==> config.mk <==
export PLATFORM = sky130hd
export DESIGN_NAME = im_mem_stage
export DESIGN_NICKNAME = d
export VERILOG_FILES = /design/src/rtl/im_mem_pkg.sv /design/src/rtl/im_load_align.sv /design/src/rtl/im_mem_stage.sv
export SDC_FILE = /design/constraint.sdc
export NUM_CORES = 1
export LEC_CHECK = 0
export BUFFER_PORTS_ARGS = -buffer_cell sky130_fd_sc_hd__buf_4
export CORE_MARGIN = 2
export CORE_UTILIZATION = 53
export DETAILED_ROUTE_END_ITERATION = 16
export PLACE_DENSITY_LB_ADDON = 0.12
export SLEW_MARGIN = 25
export SYNTH_ARGS = -nofsm -noshare
export SYNTH_HDL_FRONTEND = slang
export SYNTH_HIERARCHICAL = 1
export SYNTH_SLANG_ARGS = --single-unit
==> constraint.sdc <==
create_clock -name clk -period 3.9 [get_ports clk]
set_input_delay 0.78 -clock clk [delete_from_list [all_inputs] [get_ports clk]]
set_output_delay 0.78 -clock clk [all_outputs]
set_load 0.02 [all_outputs]
==> src/rtl/im_mem_pkg.sv <==
// Shared encodings and helpers for the memory-access stage.
package im_mem_pkg;

    localparam logic [1:0] SZ_BYTE = 2'b00;
    localparam logic [1:0] SZ_HALF = 2'b01;
    localparam logic [1:0] SZ_WORD = 2'b10;

    typedef enum logic {
        ST_IDLE   = 1'b0,
        ST_ACCESS = 1'b1
    } state_e;

    // Little-endian lane mask; size 11 falls through to a full word.
    function automatic logic [3:0] byte_en(input logic [1:0] size,
                                           input logic [1:0] a);
        logic [3:0] be;
        be = 4'b1111;
        unique case (1'b1)
            size == SZ_BYTE: be = 4'b0001 << a;
            size == SZ_HALF: be = 4'b0011 << {a[1], 1'b0};
            default:         be = 4'b1111;
        endcase
        return be;
    endfunction

endpackage

==> src/rtl/im_load_align.sv <==
// Picks the addressed lane out of a read word and sign/zero-extends it.
module im_load_align
    import im_mem_pkg::*;
(
    input  logic [31:0] i_rdata,
    input  logic [1:0]  i_addr,
    input  logic [1:0]  i_size,
    input  logic        i_unsigned,
    output logic [31:0] o_data
);

    logic [31:0] w_sh;

    assign w_sh = i_rdata >> {i_addr, 3'b000};

    always_comb begin
        o_data = w_sh;
        unique case (1'b1)
            i_size == SZ_BYTE:
                o_data = {{24{w_sh[7] & ~i_unsigned}}, w_sh[7:0]};
            i_size == SZ_HALF:
                o_data = {{16{w_sh[15] & ~i_unsigned}}, w_sh[15:0]};
            default:
                o_data = w_sh;
        endcase
    end

endmodule

==> src/rtl/im_mem_stage.sv <==
// Memory-access stage: byte/half/word loads and stores over a req/ack
// data-memory handshake, retiring into the IM/IW pipeline register.
module im_mem_stage
    import im_mem_pkg::*;
#(
    parameter int unsigned MAX_WAIT = 255
) (
    input  logic        clk,
    input  logic        rst_n,
    input  logic        ix_valid,
    input  logic [31:0] ix_pc,
    input  logic [31:0] ix_O,
    input  logic [31:0] ix_B,
    input  logic        ix_mem_read,
    input  logic        ix_mem_write,
    input  logic [1:0]  ix_size,
    input  logic        ix_unsigned,
    input  logic        ix_res_data_sel,
    input  logic        ix_write_to_reg,
    input  logic        ix_dest_reg_sel,
    input  logic [4:0]  ix_rt,
    input  logic [4:0]  ix_rd,
    output logic        dm_req,
    output logic        dm_we,
    output logic [31:0] dm_addr,
    output logic [3:0]  dm_be,
    output logic [31:0] dm_wdata,
    input  logic        dm_ack,
    input  logic [31:0] dm_rdata,
    output logic        stall,
    output logic        im_valid,
    output logic [31:0] im_pc,
    output logic [31:0] im_O,
    output logic [31:0] im_D,
    output logic        im_res_data_sel,
    output logic        im_write_to_reg,
    output logic        im_dest_reg_sel,
    output logic [4:0]  im_rt,
    output logic [4:0]  im_rd,
    output logic        misaligned_exc,
    output logic        timeout_err
);

    localparam int CW = $clog2(MAX_WAIT + 1);
    localparam logic [CW-1:0] LAST = CW'(MAX_WAIT - 1);

    state_e        r_state;
    logic [CW-1:0] r_cnt;

    logic        w_idle;
    logic        w_mem;
    logic        w_ld;
    logic        w_mis;
    logic        w_issue;
    logic        w_ack;
    logic        w_tmo;
    logic        w_ret;
    logic        w_wtr;
    logic [31:0] w_load;
    logic [31:0] w_D;
    logic [31:0] w_wdata;

    // Upstream holds ix_* while stalled, so the live inputs still
    // describe the outstanding access when the ack arrives.
    im_load_align u_align (
        .i_rdata    (dm_rdata),
        .i_addr     (ix_O[1:0]),
        .i_size     (ix_size),
        .i_unsigned (ix_unsigned),
        .o_data     (w_load)
    );

    always_comb begin
        w_mis   = 1'b0;
        w_wdata = ix_B;
        unique case (1'b1)
            ix_size == SZ_BYTE: begin
                w_mis   = 1'b0;
                w_wdata = {4{ix_B[7:0]}};
            end
            ix_size == SZ_HALF: begin
                w_mis   = ix_O[0];
                w_wdata = {2{ix_B[15:0]}};
            end
            default: begin
                w_mis   = |ix_O[1:0];
                w_wdata = ix_B;
            end
        endcase
    end

    assign w_idle  = (r_state == ST_IDLE);
    assign w_mem   = ix_mem_read | ix_mem_write;
    assign w_ld    = ix_mem_read & ~ix_mem_write;
    assign w_issue = w_idle & ix_valid & w_mem & ~w_mis;
    assign w_ack   = ~w_idle & dm_ack;
    assign w_tmo   = ~w_idle & ~dm_ack & (r_cnt == LAST);
    assign w_ret   = (w_idle & ix_valid & ~w_issue) | w_ack | w_tmo;
    assign w_wtr   = ix_write_to_reg & (w_idle ? ~w_mem : w_ack);
    assign w_D     = (w_ack & w_ld) ? w_load : 32'd0;
    assign stall   = ~w_idle | w_issue;

    always_ff @(posedge clk or negedge rst_n) begin
        if (!rst_n) begin
            im_valid        <= 1'b0;
            misaligned_exc  <= 1'b0;
            timeout_err     <= 1'b0;
            im_pc           <= '0;
            im_O            <= '0;
            im_D            <= '0;
            im_res_data_sel <= 1'b0;
            im_write_to_reg <= 1'b0;
            im_dest_reg_sel <= 1'b0;
            im_rt           <= '0;
            im_rd           <= '0;
        end else begin
            im_valid       <= w_ret;
            misaligned_exc <= w_idle & ix_valid & w_mem & w_mis;
            if (w_tmo) begin
                timeout_err <= 1'b1;
            end
            if (w_ret) begin
                im_pc           <= ix_pc;
                im_O            <= ix_O;
                im_D            <= w_D;
                im_res_data_sel <= ix_res_data_sel;
                im_write_to_reg <= w_wtr;
                im_dest_reg_sel <= ix_dest_reg_sel;
                im_rt           <= ix_rt;
                im_rd           <= ix_rd;
            end
        end
    end

    always_ff @(posedge clk or negedge rst_n) begin
        if (!rst_n) begin
            r_state  <= ST_IDLE;
            r_cnt    <= '0;
            dm_req   <= 1'b0;
            dm_we    <= 1'b0;
            dm_addr  <= '0;
            dm_be    <= '0;
            dm_wdata <= '0;
        end else begin
            unique case (r_state)
                ST_IDLE: begin
                    if (w_issue) begin
                        r_state  <= ST_ACCESS;
                        r_cnt    <= '0;
                        dm_req   <= 1'b1;
                        dm_we    <= ix_mem_write;
                        dm_addr  <= {ix_O[31:2], 2'b00};
                        dm_be    <= byte_en(ix_size, ix_O[1:0]);
                        dm_wdata <= w_wdata;
                    end
                end
                ST_ACCESS: begin
                    if (w_ack | w_tmo) begin
                        r_state <= ST_IDLE;
                        dm_req  <= 1'b0;
                        dm_we   <= 1'b0;
                    end else begin
                        r_cnt <= r_cnt + CW'(1);
                    end
                end
            endcase
        end
    end

endmodule

Yosys cells after proc, flatten, opt, wreduce, memory -nomap -nowiden
Index checks and enable logic that the tools add are counted.
{"block": "word_totals", "out_inout_bits": 183, "wordCells": 74, "reg_bits": 189}
{"block": "op_classes", "n_eq_ne": 5, "mux": 17, "addsub": 1, "bitwise_logic": 25, "n_shift": 3, "n_reduce_logical": 5}
{"cell": "$pmux 32 s2", "n": 2}
{"cell": "$mux 32", "n": 1}
{"cell": "$shr 32x5->32", "n": 1}
{"cell": "$mux 8", "n": 2}
{"cell": "$pmux 8 s2", "n": 1}
{"cell": "$and 1x1->1", "n": 13}
{"cell": "$add 8x1->8 const B", "n": 1}
{"cell": "$eq 8x8->1 const B", "n": 1}
{"cell": "$pmux 1 s2", "n": 4}
{"cell": "$pmux 4 s2", "n": 1}
{"cell": "$not 1->1", "n": 7}
{"cell": "$mux 1", "n": 6}
{"cell": "$reduce_and 2->1", "n": 3}
{"cell": "$or 1x1->1", "n": 5}
{"cell": "$ne 2x1->1 const B", "n": 2}
{"cell": "$shl 1x2->4 const A", "n": 1}
{"cell": "$shl 2x2->4 const A", "n": 1}
{"cell": "$eq 2x1->1 const B", "n": 1}
{"cell": "$logic_not 2->1", "n": 1}
{"cell": "$ne 2x2->1 const B", "n": 1}
{"cell": "$reduce_or 2->1", "n": 1}

Depth between registers and ports, before layout
{"block": "depth", "depth_word": 8, "depth_mapped": 8, "depth_no_buf": 6}

By module
Netlist, hierarchy kept.
{"module": "im_mem_stage", "cells_per_inst": 542, "area_each_um2": 7895.1, "seq_area_each_um2": 4729.5, "instances": 1}
{"module": "im_load_align", "cells_per_inst": 103, "area_each_um2": 768.2, "seq_area_each_um2": 0.0, "instances": 1}

Worst setup path before layout
No wires, ideal clock.
{"block": "synth_timing", "path_type": "in2out", "from": "in ix_O[0]", "to": "out stall", "n_path_buf": 3, "cell_stages": 6, "t_arrival_ns": 1.834, "slack_ns": 1.286, "path_cell_list": "buf_2 a21oi_2 o211ai_2 buf_2 buf_6 nand2b_1"}
{"block": "synth_between", "elab_chain_cells": 5}
{"element": "from (decl)", "line_no": "im_mem_stage.sv:12", "source": "input logic [31:0] ix_O,"}
{"element": "$reduce_or 2->1", "line_no": "im_mem_stage.sv:86", "source": "w_mis = |ix_O[1:0];"}
{"element": "$pmux 1 s2 (*)", "line_no": "im_mem_stage.sv:76", "source": "unique case (1'b1)"}
{"element": "$not 1->1 (*)", "line_no": "im_mem_stage.sv:95", "source": "assign w_issue = w_idle & ix_valid & w_mem & ~w_mis;"}
{"element": "$and 1x1->1 (*)", "line_no": "im_mem_stage.sv:95"}
{"element": "$or 1x1->1 (*)", "line_no": "im_mem_stage.sv:101", "source": "assign stall = ~w_idle | w_issue;"}
{"element": "to (decl)", "line_no": "im_mem_stage.sv:30", "source": "output logic stall,"}
Every way passes the cells marked *; elsewhere a longest branch is shown, timed or not.

Worst setup path in the final report
Same ends and word-level chain as after synthesis.

==> flow_summary.yaml <==
detailed_routing:
  ant_nets: 0
  routed.top_layer: "met4"
  vias: 6509
  drcViolationCount: 0
  drtIter0Drc: 412
  wl_um: 23430
  met1_length_um: 9291
  dr.pass1.iters: 5
  dr_wl_met2_um: 11920
  viasPerCell: 5.493
  met3WireLength_um: 1702
  wl_per_cell_um: 19.77
final_layout:
  diodes: 0
  syn2layout_area_growth_pct: 35.41
  postLayoutCoreUtil: 0.7358
  nets: 1108
  fin_cells: 1185
  drive_above_1_share: 0.5232
critical_path:
  r2r_cells: 7
  cp_slowest_cell: "buf_4"
  critical_path_required_ps: 3120
  crit_type: "input port to primary output"
  crit_buf_inv: 2
  endpoint_kind: "primary output"
  r2r_slack_ps: 1480
  critPathTopFamily: "buffers and inverters"
  cp.arrival_ps: 1990
  worstReg2RegEnd: "im_pc[5]$_DFFE_PN0P_"
  start_kind: "input port"
  critPathMaxStageDelay_ps: 410
  path_cells: "buf_4, a21oi_2, o211ai_4, nand2b_1, buf_4"
  cp_common_cell: "buf_4"
  r2r_start: "r_cnt[0]$_DFFE_PN0P_"
  cp_max_fo: 47
placement:
  routabilityCongestion: 0.8818
  dp_cells: 1153
  dp_hpwl_um: 16940
  numPortBuffers: 330
clocking:
  clock-sinks: 189
  post_cts_buffers: 0
  cts.path.max_buffers: 2
  cts_max_level: 4
  cts-root-buf: "clkbuf_16"
  clk_pin_slew_ps: 70
  tritoncts: "built"
  holdBufCountCts: 0
  cts_made_buffers: 17
  clock_latency_ps: 420
  cts-resized-gates: 0
sta:
  finalHoldViolCount: 0
  skew_ps: 6.659
  relSlewSlack: 0.4010
  fmax_ghz: 0.3616
  finalSetupViolations: 0
  fin_crit_sh: 0.7090
  rsz0062_at_grt: "false"
  period_needed_ps: 2765
  tns_ps: 0
  worst_pin_slew_ps: 892.5
  finalMaxSlewViolations: 0
outcome:
  outcome: "finished clean"
yosys:
  synth_enable_flop_cells: 0
  synth_top_family_by_area: "multiplexers"
  muxShareOfSynthArea: 0.2289
  synthFlopType: "dfrtp_1"
  synth_xor_area_frac: 0.001011
  yosysTopAreaCell: "dfrtp_1"
  avgSynthCellArea_um2: 13.43
  synth_adder_area_share: 0.002889
  synth-seq-area-share: 0.5459
  synth_top_area_share: 0.5459
  netlist_top_cells_area: "dfrtp_1, mux2_4, mux2_2"
  synth.distinct_cells: 57
  yosys.area_share.simple: 0.05921
  syn_area_mm2: 0.008663
  yosysWarnings: 6
  synthCells: 645
  synth_common_cells: "dfrtp_1, mux2_4, mux2_2"
  synth_most_common_cell: "dfrtp_1"
  synthArstFlopShare: 1.000
  ys_ff_latch: 189
  synth_compound_area_frac: 0.1174
pwr:
  irDropWorstVdd_mv: 0.3542
  power.density_mw_per_mm2: 564.6
  p_leak_nw: 5.865
  finalPower_mw: 6.624
floorplan:
  row_count: 46
  core_mm2: 0.01594
  die-area_mm2: 0.01738
  ioPinCount: 333
  die_h_um: 131.9
  die_w_um: 131.9
  start_util: 0.5434
global_route:
  grt_overflow_total: 0
  grt_max_degree: 96
  grt_pass1_vias: 6727
  grt_usage: 0.2724
  antenna_found_initial: 0
  grt_pass1_wl_um: 37230
min_path:
  holdCritPathClass: "input port to asynchronous set/reset pin"
run:
  maxCapViolations: 0
==> how the worst max path moves through the flow <==
stage	from	to	slack [ps]	cells past startpoint
3_3_place_gp	ix_O[0]	im_pc[27]$_DFFE_PN0P_	1070	6
2_1_floorplan	ix_O[0]	stall	1290	6
4_1_cts	ix_O[0]	stall	1170	5
5_1_grt	ix_O[0]	stall	1080	5
3_5_place_dp	ix_O[0]	im_pc[5]$_DFFE_PN0P_	1010	6
6_report	ix_O[0]	stall	1130	5
==> cell usage in the layout (no fill, tap or decap), types with 8 or more instances in the layout <==
master	n
mux2_2	49
o21ai_0	29
a22o_1	32
nor2_1	13
clkbuf_16	17
o2bb2ai_1	9
mux2i_1	41
nand3_1	8
buf_4	332
dfrtp_1	189
nand2_1	34
mux2_4	68
a211oi_1	8
o22ai_1	8
a21oi_1	35
nor2b_1	11
or2_2	10
==> routing by layer <==
metal / vias to the layer above / GRT usage
met3: 38 / 0.07266
li1: 2951 / -
met1: 3221 / 0.3356
met5: - / 0
met2: 299 / 0.4660
met4: 0 / 0.09420
==> metrics by stage <==
| step | area [µm²] | setup slack, ps | hold WS, ps |
|---|---|---|---|
| floorplan | 8667 | 1286 | 484.4 |
| global placement | 11160 | 1074 | 462.8 |
| detailed placement | 11160 | 1008 | 466.6 |
| CTS | 11730 | 1168 | 368.7 |
| global route | 11730 | 1082 | 388.8 |
| finish | 11730 | 1135 | 361.6 |
==> kinds of logic after synthesis <==
| family | Yosys count |
|---|---|
| xor+xnor | 1 |
| buf+inv | 52 |
| fa+ha+maj | 2 |
| other cells | 1 |
| flops | 189 |
| mux | 158 |
| compound gates | 143 |
| simple gates | 99 |
==> cell type report <==
class	instances	area, µm²
flip-flops and latches	189	4730
fillers	1089	4212
multi-input cells	405	3568
repair buffers	336	2564
clock buffers	18	439.2
well taps	216	270.3
clock inverters	14	133.9
inverters	7	26.28
==> report_power, final <==
| group | internal [mW] | switching, mW | leakage, nW |
|---|---|---|---|
| registers | 2.39 | 0.277 | 2.32 |
| logic | 1.11 | 1.16 | 3.27 |
| clock network | 0.910 | 0.772 | 0.277 |
(Power assumes the default switching activity.)
